===== config.mk =====
export PLATFORM = sky130hd
export DESIGN_NAME = busca_instrucao_flat
export DESIGN_NICKNAME = d
export VERILOG_FILES = /design/src/rtl/busca_instrucao_pkg.sv /design/src/rtl/busca_instrucao_if.sv /design/src/rtl/busca_instrucao_calc_proximo_pc.sv /design/src/rtl/busca_instrucao.sv /design/src/flat_wrapper.sv
export SDC_FILE = /design/constraint.sdc
export NUM_CORES = 1
export LEC_CHECK = 0
export ABC_CLOCK_PERIOD_IN_PS = 5000
export BUFFER_PORTS_ARGS = -buffer_cell sky130_fd_sc_hd__buf_2
export CORE_UTILIZATION = 35
export DETAILED_ROUTE_END_ITERATION = 6
export MAX_ROUTING_LAYER = met4
export PLACE_DENSITY = 0.72
export SLEW_MARGIN = 20
export SYNTH_ARGS = -nofsm -noshare
export SYNTH_HDL_FRONTEND = slang
export SYNTH_SLANG_ARGS = --single-unit

===== constraint.sdc =====
create_clock -name clk -period 5 [get_ports clk]
set_input_delay 0 -clock clk [delete_from_list [all_inputs] [get_ports clk]]
set_output_delay 0 -clock clk [all_outputs]
set_load 0.05 [all_outputs]

===== src/rtl/busca_instrucao_pkg.sv =====
// Shared MIPS datapath definitions: fetch FSM states,
// opcode constants and instruction field positions.
package mips_pkg;

    typedef enum logic [1:0] {
        INICIO = 2'd0,
        BUSCA  = 2'd1,
        VALIDO = 2'd2
    } estado_t;

    localparam logic [5:0] OP_TIPO_R = 6'd0;
    localparam logic [5:0] OP_J      = 6'd2;
    localparam logic [5:0] OP_BEQ    = 6'd4;
    localparam logic [5:0] OP_LW     = 6'd35;
    localparam logic [5:0] OP_SW     = 6'd43;

    localparam int OPC_MSB   = 31;
    localparam int OPC_LSB   = 26;
    localparam int RS_MSB    = 25;
    localparam int RS_LSB    = 21;
    localparam int RT_MSB    = 20;
    localparam int RT_LSB    = 16;
    localparam int RD_MSB    = 15;
    localparam int RD_LSB    = 11;
    localparam int SHAMT_MSB = 10;
    localparam int SHAMT_LSB = 6;
    localparam int FUNCT_MSB = 5;
    localparam int FUNCT_LSB = 0;
    localparam int IMED_MSB  = 15;
    localparam int JADDR_MSB = 25;

    // Branch offset is in words: sign-extend and scale to bytes.
    function automatic logic [31:0] desloc_branch(input logic [15:0] imed);
        return {{14{imed[15]}}, imed, 2'b00};
    endfunction

endpackage


===== src/rtl/busca_instrucao_if.sv =====
// Instruction memory request/ready channel between the
// fetch stage (master) and instruction memory (slave).
interface busca_instrucao_if;
    logic        imem_req;
    logic [31:0] imem_addr;
    logic        imem_ready;
    logic [31:0] imem_data;

    modport master (
        output imem_req,
        output imem_addr,
        input  imem_ready,
        input  imem_data
    );

    modport slave (
        input  imem_req,
        input  imem_addr,
        output imem_ready,
        output imem_data
    );
endinterface


===== src/rtl/busca_instrucao_calc_proximo_pc.sv =====
// Next-PC selection: jump, taken branch, or sequential.
// Purely combinational.
module calc_proximo_pc
    import mips_pkg::*;
(
    input  logic [31:0] pc_mais4,
    input  logic [15:0] imediato,
    input  logic [25:0] endereco_jump,
    input  logic        jump,
    input  logic        branch,
    input  logic        zero,
    output logic [31:0] proximo_pc
);

    logic [31:0] alvo_branch;

    assign alvo_branch = pc_mais4 + desloc_branch(imediato);

    // Jump outranks a taken branch when both are flagged.
    always_comb begin
        proximo_pc = pc_mais4;
        priority case (1'b1)
            jump:          proximo_pc = {pc_mais4[31:28], endereco_jump, 2'b00};
            branch & zero: proximo_pc = alvo_branch;
            default:       proximo_pc = pc_mais4;
        endcase
    end

endmodule


===== src/rtl/busca_instrucao.sv =====
// Instruction-fetch stage: PC, instruction register and
// request/ready fetch FSM feeding the control unit.
module busca_instrucao
    import mips_pkg::*;
#(
    parameter logic [31:0] PC_INICIAL = 32'h0000_0000
) (
    input  logic                      clk,
    input  logic                      rst,
    busca_instrucao_if.master         imem,
    input  logic                      avanca,
    input  logic                      jump,
    input  logic                      branch,
    input  logic                      zero,
    output logic                      instr_valida,
    output logic [5:0]                opCode,
    output logic [4:0]                rs,
    output logic [4:0]                rt,
    output logic [4:0]                rd,
    output logic [4:0]                shamt,
    output logic [5:0]                funct,
    output logic [15:0]               imediato,
    output logic [25:0]               endereco_jump,
    output logic [31:0]               pc,
    output logic [31:0]               pc_mais4
);

    localparam logic [31:0] PC_RESET = {PC_INICIAL[31:2], 2'b00};

    estado_t     estado;
    estado_t     prox_estado;
    logic [31:0] ir;
    logic [31:0] proximo_pc;
    logic        carrega_ir;
    logic        atualiza_pc;
    logic        req;

    always_ff @(posedge clk or posedge rst) begin
        if (rst) begin
            estado <= INICIO;
        end else begin
            estado <= prox_estado;
        end
    end

    always_ff @(posedge clk or posedge rst) begin
        if (rst) begin
            pc <= PC_RESET;
            ir <= '0;
        end else begin
            if (carrega_ir) begin
                ir <= imem.imem_data;
            end
            if (atualiza_pc) begin
                pc <= proximo_pc;
            end
        end
    end

    always_comb begin
        prox_estado  = estado;
        req          = 1'b0;
        instr_valida = 1'b0;
        carrega_ir   = 1'b0;
        atualiza_pc  = 1'b0;
        unique case (estado)
            INICIO: begin
                prox_estado = BUSCA;
            end
            BUSCA: begin
                req = 1'b1;
                if (imem.imem_ready) begin
                    carrega_ir  = 1'b1;
                    prox_estado = VALIDO;
                end
            end
            VALIDO: begin
                instr_valida = 1'b1;
                if (avanca) begin
                    atualiza_pc = 1'b1;
                    prox_estado = BUSCA;
                end
            end
            default: begin
                prox_estado = INICIO;
            end
        endcase
    end

    assign imem.imem_req  = req;
    assign imem.imem_addr = pc;
    assign pc_mais4       = pc + 32'd4;

    assign opCode        = ir[OPC_MSB:OPC_LSB];
    assign rs            = ir[RS_MSB:RS_LSB];
    assign rt            = ir[RT_MSB:RT_LSB];
    assign rd            = ir[RD_MSB:RD_LSB];
    assign shamt         = ir[SHAMT_MSB:SHAMT_LSB];
    assign funct         = ir[FUNCT_MSB:FUNCT_LSB];
    assign imediato      = ir[IMED_MSB:0];
    assign endereco_jump = ir[JADDR_MSB:0];

    calc_proximo_pc u_calc_proximo_pc (
        .pc_mais4      (pc_mais4),
        .imediato      (imediato),
        .endereco_jump (endereco_jump),
        .jump          (jump),
        .branch        (branch),
        .zero          (zero),
        .proximo_pc    (proximo_pc)
    );

endmodule


===== src/flat_wrapper.sv =====
// flat-port wrapper written by rule: the top's interface ports become plain ports
module busca_instrucao_flat import mips_pkg::*;
#(
    parameter logic [31:0] PC_INICIAL = 32'h0000_0000
)
  (clk, rst, avanca, jump, branch, zero, instr_valida, opCode, rs, rt, rd, shamt, funct, imediato, endereco_jump, pc, pc_mais4, imem_imem_req, imem_imem_addr, imem_imem_ready, imem_imem_data);
  busca_instrucao_if imem_i ();
  input  logic clk;
  input  logic rst;
  input  logic avanca;
  input  logic jump;
  input  logic branch;
  input  logic zero;
  output logic instr_valida;
  output logic [5:0] opCode;
  output logic [4:0] rs;
  output logic [4:0] rt;
  output logic [4:0] rd;
  output logic [4:0] shamt;
  output logic [5:0] funct;
  output logic [15:0] imediato;
  output logic [25:0] endereco_jump;
  output logic [31:0] pc;
  output logic [31:0] pc_mais4;
  output wire logic [$bits(imem_i.imem_req)-1:0] imem_imem_req;
  output wire logic [$bits(imem_i.imem_addr)-1:0] imem_imem_addr;
  input wire logic [$bits(imem_i.imem_ready)-1:0] imem_imem_ready;
  input wire logic [$bits(imem_i.imem_data)-1:0] imem_imem_data;
  assign imem_imem_req = imem_i.imem_req;
  assign imem_imem_addr = imem_i.imem_addr;
  assign imem_i.imem_ready = imem_imem_ready;
  assign imem_i.imem_data = imem_imem_data;
  busca_instrucao #(.PC_INICIAL(PC_INICIAL)) u_core (.clk(clk), .rst(rst), .imem(imem_i), .avanca(avanca), .jump(jump), .branch(branch), .zero(zero), .instr_valida(instr_valida), .opCode(opCode), .rs(rs), .rt(rt), .rd(rd), .shamt(shamt), .funct(funct), .imediato(imediato), .endereco_jump(endereco_jump), .pc(pc), .pc_mais4(pc_mais4));
endmodule

==> Word-level counts from Yosys, hierarchy flattened <==
Cells that the tools add are included.
W data, S select, Z words.
{ "totals": {"reg_bits": 66, "inputBits": 39, "word_cells": 23} }
{ "op_classes": {"eq_ne": 4, "reduce_logical": 2, "n_addsub": 2, "bitwise": 1, "muxes": 11} }
{ "op_table": {"columns": ["cell", "n"], "rows": [
  ["$mux W32", 2],
  ["$add A32 B3 Y32 const B", 1],
  ["$add A32 B32 Y32", 1],
  ["$mux W1", 6],
  ["$pmux W2 S3", 1],
  ["$mux W2", 2],
  ["$ne A2 B2 Y1 const B", 2],
  ["$eq A2 B1 Y1 const B", 1],
  ["$eq A2 B2 Y1 const B", 1],
  ["$logic_not A2 Y1", 1],
  ["$reduce_and A2 Y1", 1],
  ["$and A1 B1 Y1", 1]
]} }

==> Depth between registers and ports, before layout <==
Gate-level depths: netlist of the first run.
{ "logic_depth": {"word_depth": 4, "mapped_depth": 18, "mapped_depth_nobuf": 17} }

==> Modules after synthesis <==
Synthesis of the first run repeated with hierarchy kept, for this count alone.
{ "hier_totals": {"hier_cells": 635, "area_unflattened_um2": 5769.3} }
{ "modules_own_cells": {"columns": ["module", "area_each_um2", "cells_each", "n_inst", "seq_area_each_um2"], "rows": [
  ["busca_instrucao", 3585.9, 301, 1, 1651.6],
  ["calc_proximo_pc", 2183.3, 334, 1, 0.0]
]} }

==> Least setup slack after synthesis of the first run <==
Ideal clock, no wire load.
{ "synth_timing": {"kind": "reg-to-reg", "startpoint": "register u_core.pc[7] (netlist: u_core.imem.imem_addr[7])", "endpoint": "register u_core.pc[28] (netlist: u_core.imem.imem_addr[28])", "required_ps": 4880, "slack_ps": -57, "setup_ps": 120, "path_stages_with_launch": 17, "arrival_time_ps": 4938, "cell_sequence": "dfrtp_1 -> and4_1 -> and4_1 -> buf_2 -> and3_1 -> nand2_1 -> xnor2_1 -> ha_1 -> and4_2 -> and3b_1 -> a211o_1 -> a221oi_2 -> nor2_1 -> a211oi_2 -> o21ai_1 -> or4_1 -> and3_1"} }
{ "synth_between": {"elab_chain_cells": 4} }
{ "synth_lines": {"columns": ["item", "line", "source"], "rows": [
  ["from (decl)", "busca_instrucao.sv:24", "output logic [31:0] pc,"],
  ["from (signal assigned)", "busca_instrucao.sv:55", "pc <= proximo_pc;"],
  ["$add A32 B3 Y32", "busca_instrucao.sv:92", "assign pc_mais4 = pc + 32'd4;"],
  ["via pc_mais4[16]", "flat_wrapper.sv:24", "output logic [31:0] pc_mais4;"],
  ["$add A32 B32 Y32", "busca_instrucao_calc_proximo_pc.sv:17", "assign alvo_branch = pc_mais4 + desloc_branch(imediato);"],
  ["$mux W32 (2 in a row)", "busca_instrucao_calc_proximo_pc.sv:22", "priority case (1'b1)"]
]} }
The timed path passes the listed nets, and every way through them passes these cells.
A chain may end at the register's enable or synchronous reset.

==> Worst setup path after layout of the first run <==
{ "layout_timing": {"startpoint": "register u_core.pc[4] (netlist: u_core.imem.imem_addr[4])", "endpoint": "register u_core.pc[28] (netlist: u_core.imem.imem_addr[28])"} }
{ "layout_between": {"elab_chain_cells": 4} }
{ "layout_lines": {"columns": ["item", "line"], "rows": [
  ["$add A32 B3 Y32 *", "busca_instrucao.sv:92"],
  ["$add A32 B32 Y32", "busca_instrucao_calc_proximo_pc.sv:17"],
  ["$mux W32", "busca_instrucao_calc_proximo_pc.sv:22"],
  ["$mux W32 *", "busca_instrucao_calc_proximo_pc.sv:22"]
]} }
Every way passes the cells marked *; elsewhere a longest branch is shown, timed or not.

==> impl_metrics.json, run 1 <==
{
  "status": "finished, violations left",
  "failed_checks": "DRC",
  "timing.slew.headroom_pct": 42.7,
  "worst_slew_pin_slew_ps": 859,
  "synth_most_common_cell": "buf_4",
  "clk_pin_slew_ps": 60,
  "post_drt_wl_per_cell_um": 16.5,
  "synth.top_cell.area_share_pct": 28.7,
  "clk_path_buf_depth": 2,
  "fmax_ghz": 0.222,
  "place_congestion": 0.936,
  "arrival_ps": 4720,
  "final-seq-area_mm2": 0.00160,
  "start_kind": "register",
  "synth-edff-count": 0,
  "rsz0062_at_grt": "no",
  "multi_input_area_mm2": 0.00329,
  "finalSetupViolCount": 0,
  "holdCritPathClass": "primary input to register",
  "grt_pass1_wl_um": 26600,
  "viasPerCell": 5.17,
  "die_w_um": 128,
  "ioPinCount": 211,
  "clock_latency_ps": 330,
  "num_antenna_cells": 0,
  "ys_ff_latch": 64,
  "drtAntennaViolNets": 0,
  "cts_buffers": 9,
  "reg2reg_depth": 15,
  "drt_iter0_drc": 238,
  "core_area_mm2": 0.0154,
  "cp-startpoint": "u_core.imem.imem_addr[4]",
  "dpl.hpwl_um": 12100,
  "finalClockSkew_ps": 9.82,
  "worstPathRequired_ps": 5220,
  "first_pass_iters": 7,
  "area_delta_synth_final_pct": 23.4,
  "async_flop_share_pct": 100,
  "cts_root_buf": "clkbuf_16",
  "post-cts-setup-buffer-count": 0,
  "final-max-slew-violation-count": 0,
  "yosysSeqAreaShare_pct": 28.7,
  "min_period_ps": 4500,
  "avgSynthCellArea_um2": 8.61,
  "fin_setup_tns_ps": 0,
  "antenna_found_initial": 0,
  "min_period_over_period_pct": 89.9,
  "grt_usage_pct": 21.3,
  "ys.flop_type": "dfrtp_1",
  "synth_cell_types": 66,
  "grt_overflow_total": 0,
  "layout-drive-gt1-share_pct": 33.0,
  "r2r_start": "u_core.imem.imem_addr[4]",
  "final_area_mm2": 0.00690,
  "worstSetupEndpointType": "register",
  "placedInstanceArea_mm2": 0.00625,
  "dp.cells": 974,
  "reg2reg_slack_ps": 500,
  "fin_nets": 886,
  "yosys.area.top_type": "dfrtp_1",
  "initial_core_util_pct": 36.4,
  "yosysWarnings": 0,
  "die_h_um": 128,
  "cp_max_fo": 8,
  "drc_errors": 3,
  "drt-total-wl_um": 16900,
  "final_cells": 1025,
  "dieArea_mm2": 0.0165,
  "syn_inst": 649,
  "cts_tree": "done",
  "reg2reg_to": "u_core.imem.imem_addr[28]",
  "h-tree-depth": 3,
  "grt_max_degree": 65,
  "via_count": 5295,
  "synth_common_cells": "buf_4, dfrtp_1, nand2_1",
  "critical_path_class": "register to register",
  "synth.area.top_cells": "dfrtp_1, buf_4, ha_1, mux2_2, xnor2_1",
  "hold_viol": 0,
  "port_buffers": 204,
  "cts.sink_count": 64,
  "n_fill_cell": 1466,
  "fp-row-count": 45,
  "maxCapViolCount": 0,
  "syn_area_mm2": 0.00559,
  "grt_pass1_vias": 5027,
  "worstSetupEndpoint": "u_core.imem.imem_addr[28]"
}
final cells by class:
type,count,share of cell area (%)
clock buffers,11,3.52
clock inverters,4,0.653
inverters,10,0.544
multi-input cells,480,47.7
flip-flops and latches,64,23.2
well taps,211,3.83
repair buffers,245,20.6
layer usage:
layer  vias to the layer above  wire length, um  global-route usage [%]
met5                         -                0                       -
met4                         0              331                    6.99
met3                        33              940                    3.37
met2                       221             8210                    35.8
met1                      2479             7390                    25.9
li1                       2562                -                       -
sequential cells by signal, summed over array words and instances (netlist names):
register and count:
u_core.imem.imem_addr 30, u_core.estado 2, u_core.ir 32
stage by stage:
stage          setup WS (ps)  utilization, %  hold slack [ps]
2_1_floorplan           42.2               -              108
3_3_place_gp             788            40.7              224
3_5_place_dp             640            40.7              226
4_1_cts                  625            44.9              216
5_1_grt                  287            44.9              261
6_report                 504            44.9              230
critical path, stage by stage (launching register included):
cell      delay, ps
dfrtp_1         450
nand3_1         130
nor2_1          580
nand3_1         260
nor2_1          210
xor2_1          340
ha_1            330
and4_2          250
and3b_1         160
a211o_1         270
a221oi_2        340
nor2_1          100
a211oi_2        280
o21ai_1         130
or4_1           400
and3_1          170
worst min path at each step:
stage	start	end	slack, ps	cells past startpoint
after floorplan	avanca	u_core.estado[1]	110	1
after global placement	imem_imem_ready	u_core.estado[0]	220	2
after detailed placement	imem_imem_ready	u_core.estado[0]	230	2
after CTS	jump	u_core.imem.imem_addr[24]	220	3
after global routing	jump	u_core.imem.imem_addr[3]	260	3
final	jump	u_core.imem.imem_addr[2]	230	3
timing repair:
item	CTS	global route
endpoints found under the hold margin	98	0
gates resized for setup	0	0
hold buffers	36	0
layout by cell type (no fill, tap or decap), types with 3 or more instances in the layout:
cell,instances
a211oi_1,8
a21o_1,11
a21oi_1,46
and2_1,4
and3_1,19
and4_1,3
buf_2,204
buf_4,5
clkbuf_16,9
clkinv_2,3
conb_1,6
dfrtp_1,64
dlygate4sd3_1,36
ha_1,36
inv_1,8
mux2_2,32
nand2_1,64
nand3_1,20
nand4_1,12
nor2_1,39
nor2b_1,8
o211ai_1,12
o21ai_0,33
o21ai_1,15
o21bai_1,6
o22ai_1,4
o31ai_1,3
or3_1,3
xnor2_1,32
xor2_1,18
logic make-up after synthesis:
kind of cell | after synthesis | synth area share [%]
simple gates | 187 | 16.3
compound gates | 165 | 18.7
buf+inv | 110 | 13.0
flops | 64 | 28.7
xor+xnor | 51 | 7.99
fa+ha+maj | 37 | 8.42
mux | 34 | 6.81
other cells | 1 | 0.0671
Power of run 1 is left out: the tool's default activity adds up to more than one toggle a clock period on the data nets, which glitch-free logic cannot reach.
==> inputs of run 2 (changes only) <==
--- a/config.mk
+++ b/config.mk
@@ -7,10 +7,12 @@
 export LEC_CHECK = 0
 export ABC_CLOCK_PERIOD_IN_PS = 5000
 export BUFFER_PORTS_ARGS = -buffer_cell sky130_fd_sc_hd__buf_2
-export CORE_UTILIZATION = 35
+export CELL_PAD_IN_SITES_DETAIL_PLACEMENT = 0
+export CELL_PAD_IN_SITES_GLOBAL_PLACEMENT = 1
+export CORE_UTILIZATION = 36
 export DETAILED_ROUTE_END_ITERATION = 6
 export MAX_ROUTING_LAYER = met4
-export PLACE_DENSITY = 0.72
+export PLACE_DENSITY = 0.93
 export SLEW_MARGIN = 20
 export SYNTH_ARGS = -nofsm -noshare
 export SYNTH_HDL_FRONTEND = slang
==> run 2 against run 1 <==
The run now ends clean. Via count up 0.21%. First-iteration DRC count rose by 25%. Setup slack better by 68 ps. Critical path depth did not move. Cell area about the same. Maximum frequency grew 1.5%. Sequential cell count did not move. Global-route usage grew 0.71 points.
==> impl_metrics.json, run 2 (synthesis results as in run 1) <==
{
  "status": "complete, no violations",
  "place_congestion": 0.900,
  "die_w_um": 127,
  "top_register": "u_core.ir",
  "cp_top_family": "simple AND/OR/NAND/NOR gates",
  "cp_max_fo": 8,
  "min_period_over_period_pct": 88.6,
  "pre_cts_ws_ps": 614,
  "die_h_um": 127,
  "rsz0062_at_grt": "no",
  "clk_path_buf_depth": 2,
  "drtAntennaViolNets": 0,
  "drc_errors": 0,
  "via_count": 5306,
  "fp-row-count": 45,
  "finalClockSkew_ps": 11.3,
  "initial_core_util_pct": 36.8,
  "worstSetupEndpointType": "register",
  "dpl.hpwl_um": 12200,
  "grt_usage_pct": 22.0,
  "largest_register_ffs": 32,
  "finalSetupViolCount": 0,
  "clk_pin_slew_ps": 60,
  "layout-drive-gt1-share_pct": 33.3,
  "arrival_ps": 4670,
  "wl_met1_um": 7360,
  "num_antenna_cells": 0,
  "grt_pass1_wl_um": 26700,
  "crit_chain": "nand3_1, nor2_1, nand3_1, nor2_1, xor2_1, ha_1, and4_2, and3b_1, a211o_1, a221oi_2, nor2_1, a211oi_2, o21ai_1, or4_1, and3_1",
  "setup_slack_ps": 571,
  "holdCritPathClass": "primary input to register",
  "fin_setup_tns_ps": 0,
  "whs_ps": 210,
  "cts_buffers": 9,
  "ioPinCount": 211,
  "cts_tree": "done",
  "layout_commonest_cell": "buf_2",
  "dieArea_mm2": 0.0160,
  "antenna_found_initial": 0,
  "viasPerCell": 5.29,
  "core_area_mm2": 0.0152,
  "critical-path-slowest-cell": "nor2_1",
  "port_buffers": 204,
  "top_layer_used": "met4",
  "cts.sink_count": 64,
  "critical_path_class": "register to register",
  "grt_max_degree": 65,
  "worstPathRequired_ps": 5240,
  "maxCapViolCount": 0,
  "start_kind": "register",
  "fin_nets": 886,
  "cts_root_buf": "clkbuf_16",
  "worst_slew_pin_slew_ps": 915,
  "grt_pass1_vias": 4918,
  "drt_iter0_drc": 298,
  "dr_wl_met2_um": 8200,
  "min_period_ps": 4430,
  "h-tree-depth": 3,
  "hold_viol": 0,
  "post_drt_wl_per_cell_um": 17.0,
  "final-max-slew-violation-count": 0,
  "grt_overflow_total": 0,
  "drt-total-wl_um": 17000,
  "area_delta_synth_final_pct": 23.5,
  "first_pass_iters": 5,
  "slowest_delay_ps": 590,
  "fmax_ghz": 0.226,
  "wl_met3_um": 1140,
  "clock_latency_ps": 350,
  "path_buf_inv": 0,
  "mostFrequentLayoutCells": "buf_2, nand2_1, dfrtp_1, a21oi_1, nor2_1",
  "timing.slew.headroom_pct": 38.6,
  "cp_common_cell": "nor2_1"
}
==> run 2: cell types whose count changed in the layout (fill, tap and decap cells not counted), sizes merged <==
| cell | before | now |
|---|---|---|
| clkbuf | 11 | 10 |
| bufinv | 1 | 2 |
| clkinvlp | 0 | 1 |
==> run 2: tightest hold or removal path, cell delays in order <==
cell and delay [ps]:
buf_2 240, a21oi_1 170, o21ai_0 80
==> run 2: final timing paths <==
path                                     startpoint                   endpoint  slack (ps)  depth (start not counted)
setup / recovery           u_core.imem.imem_addr[4]  u_core.imem.imem_addr[28]         570                         15
hold / removal                                 jump   u_core.imem.imem_addr[3]         210                          3
setup reg to reg           u_core.imem.imem_addr[4]  u_core.imem.imem_addr[28]         570                         15
hold reg to reg                       u_core.ir[31]              u_core.ir[31]         500                          1
max in group asynchronous                       rst              u_core.ir[15]        3970                          4
min in group asynchronous                       rst              u_core.ir[31]         450                          4
==> run 2: final cells by class <==
class / count / area, um2
flip-flops and latches: 64 / 1600
fillers: 1474 / 8300
inverters: 10 / 37.5
multi-input cells: 480 / 3290
repair buffers: 245 / 1420
clock buffers: 10 / 239
well taps: 188 / 235
clock inverters: 6 / 82.6
==> run 2: per-layer routing <==
| metal | GRT usage, % | up-vias |
|---|---|---|
| li1 | - | 2559 |
| met1 | 27.5 | 2518 |
| met2 | 36.4 | 203 |
| met3 | 3.88 | 26 |
| met4 | 6.24 | 0 |
| met5 | - | - |
==> run 2: per-stage QoR <==
stage / std cells / utilization (%) / cell area [um2]
CTS: 1003 / 45.4 / 6900
global placement: 951 / 40.9 / 6220
floorplan: 654 / - / 5610
finish: 1003 / 45.4 / 6900
detailed placement: 951 / 40.9 / 6220
global route: 1003 / 45.4 / 6900
==> run 2: what timing repair did <==
action                                 4_1_cts  5_1_grt
buffers inserted                             0        0
gates resized for setup                      0        0
endpoints found under the hold margin       98        0
hold buffers                                36        0
Power of run 2 is left out for the same reason.
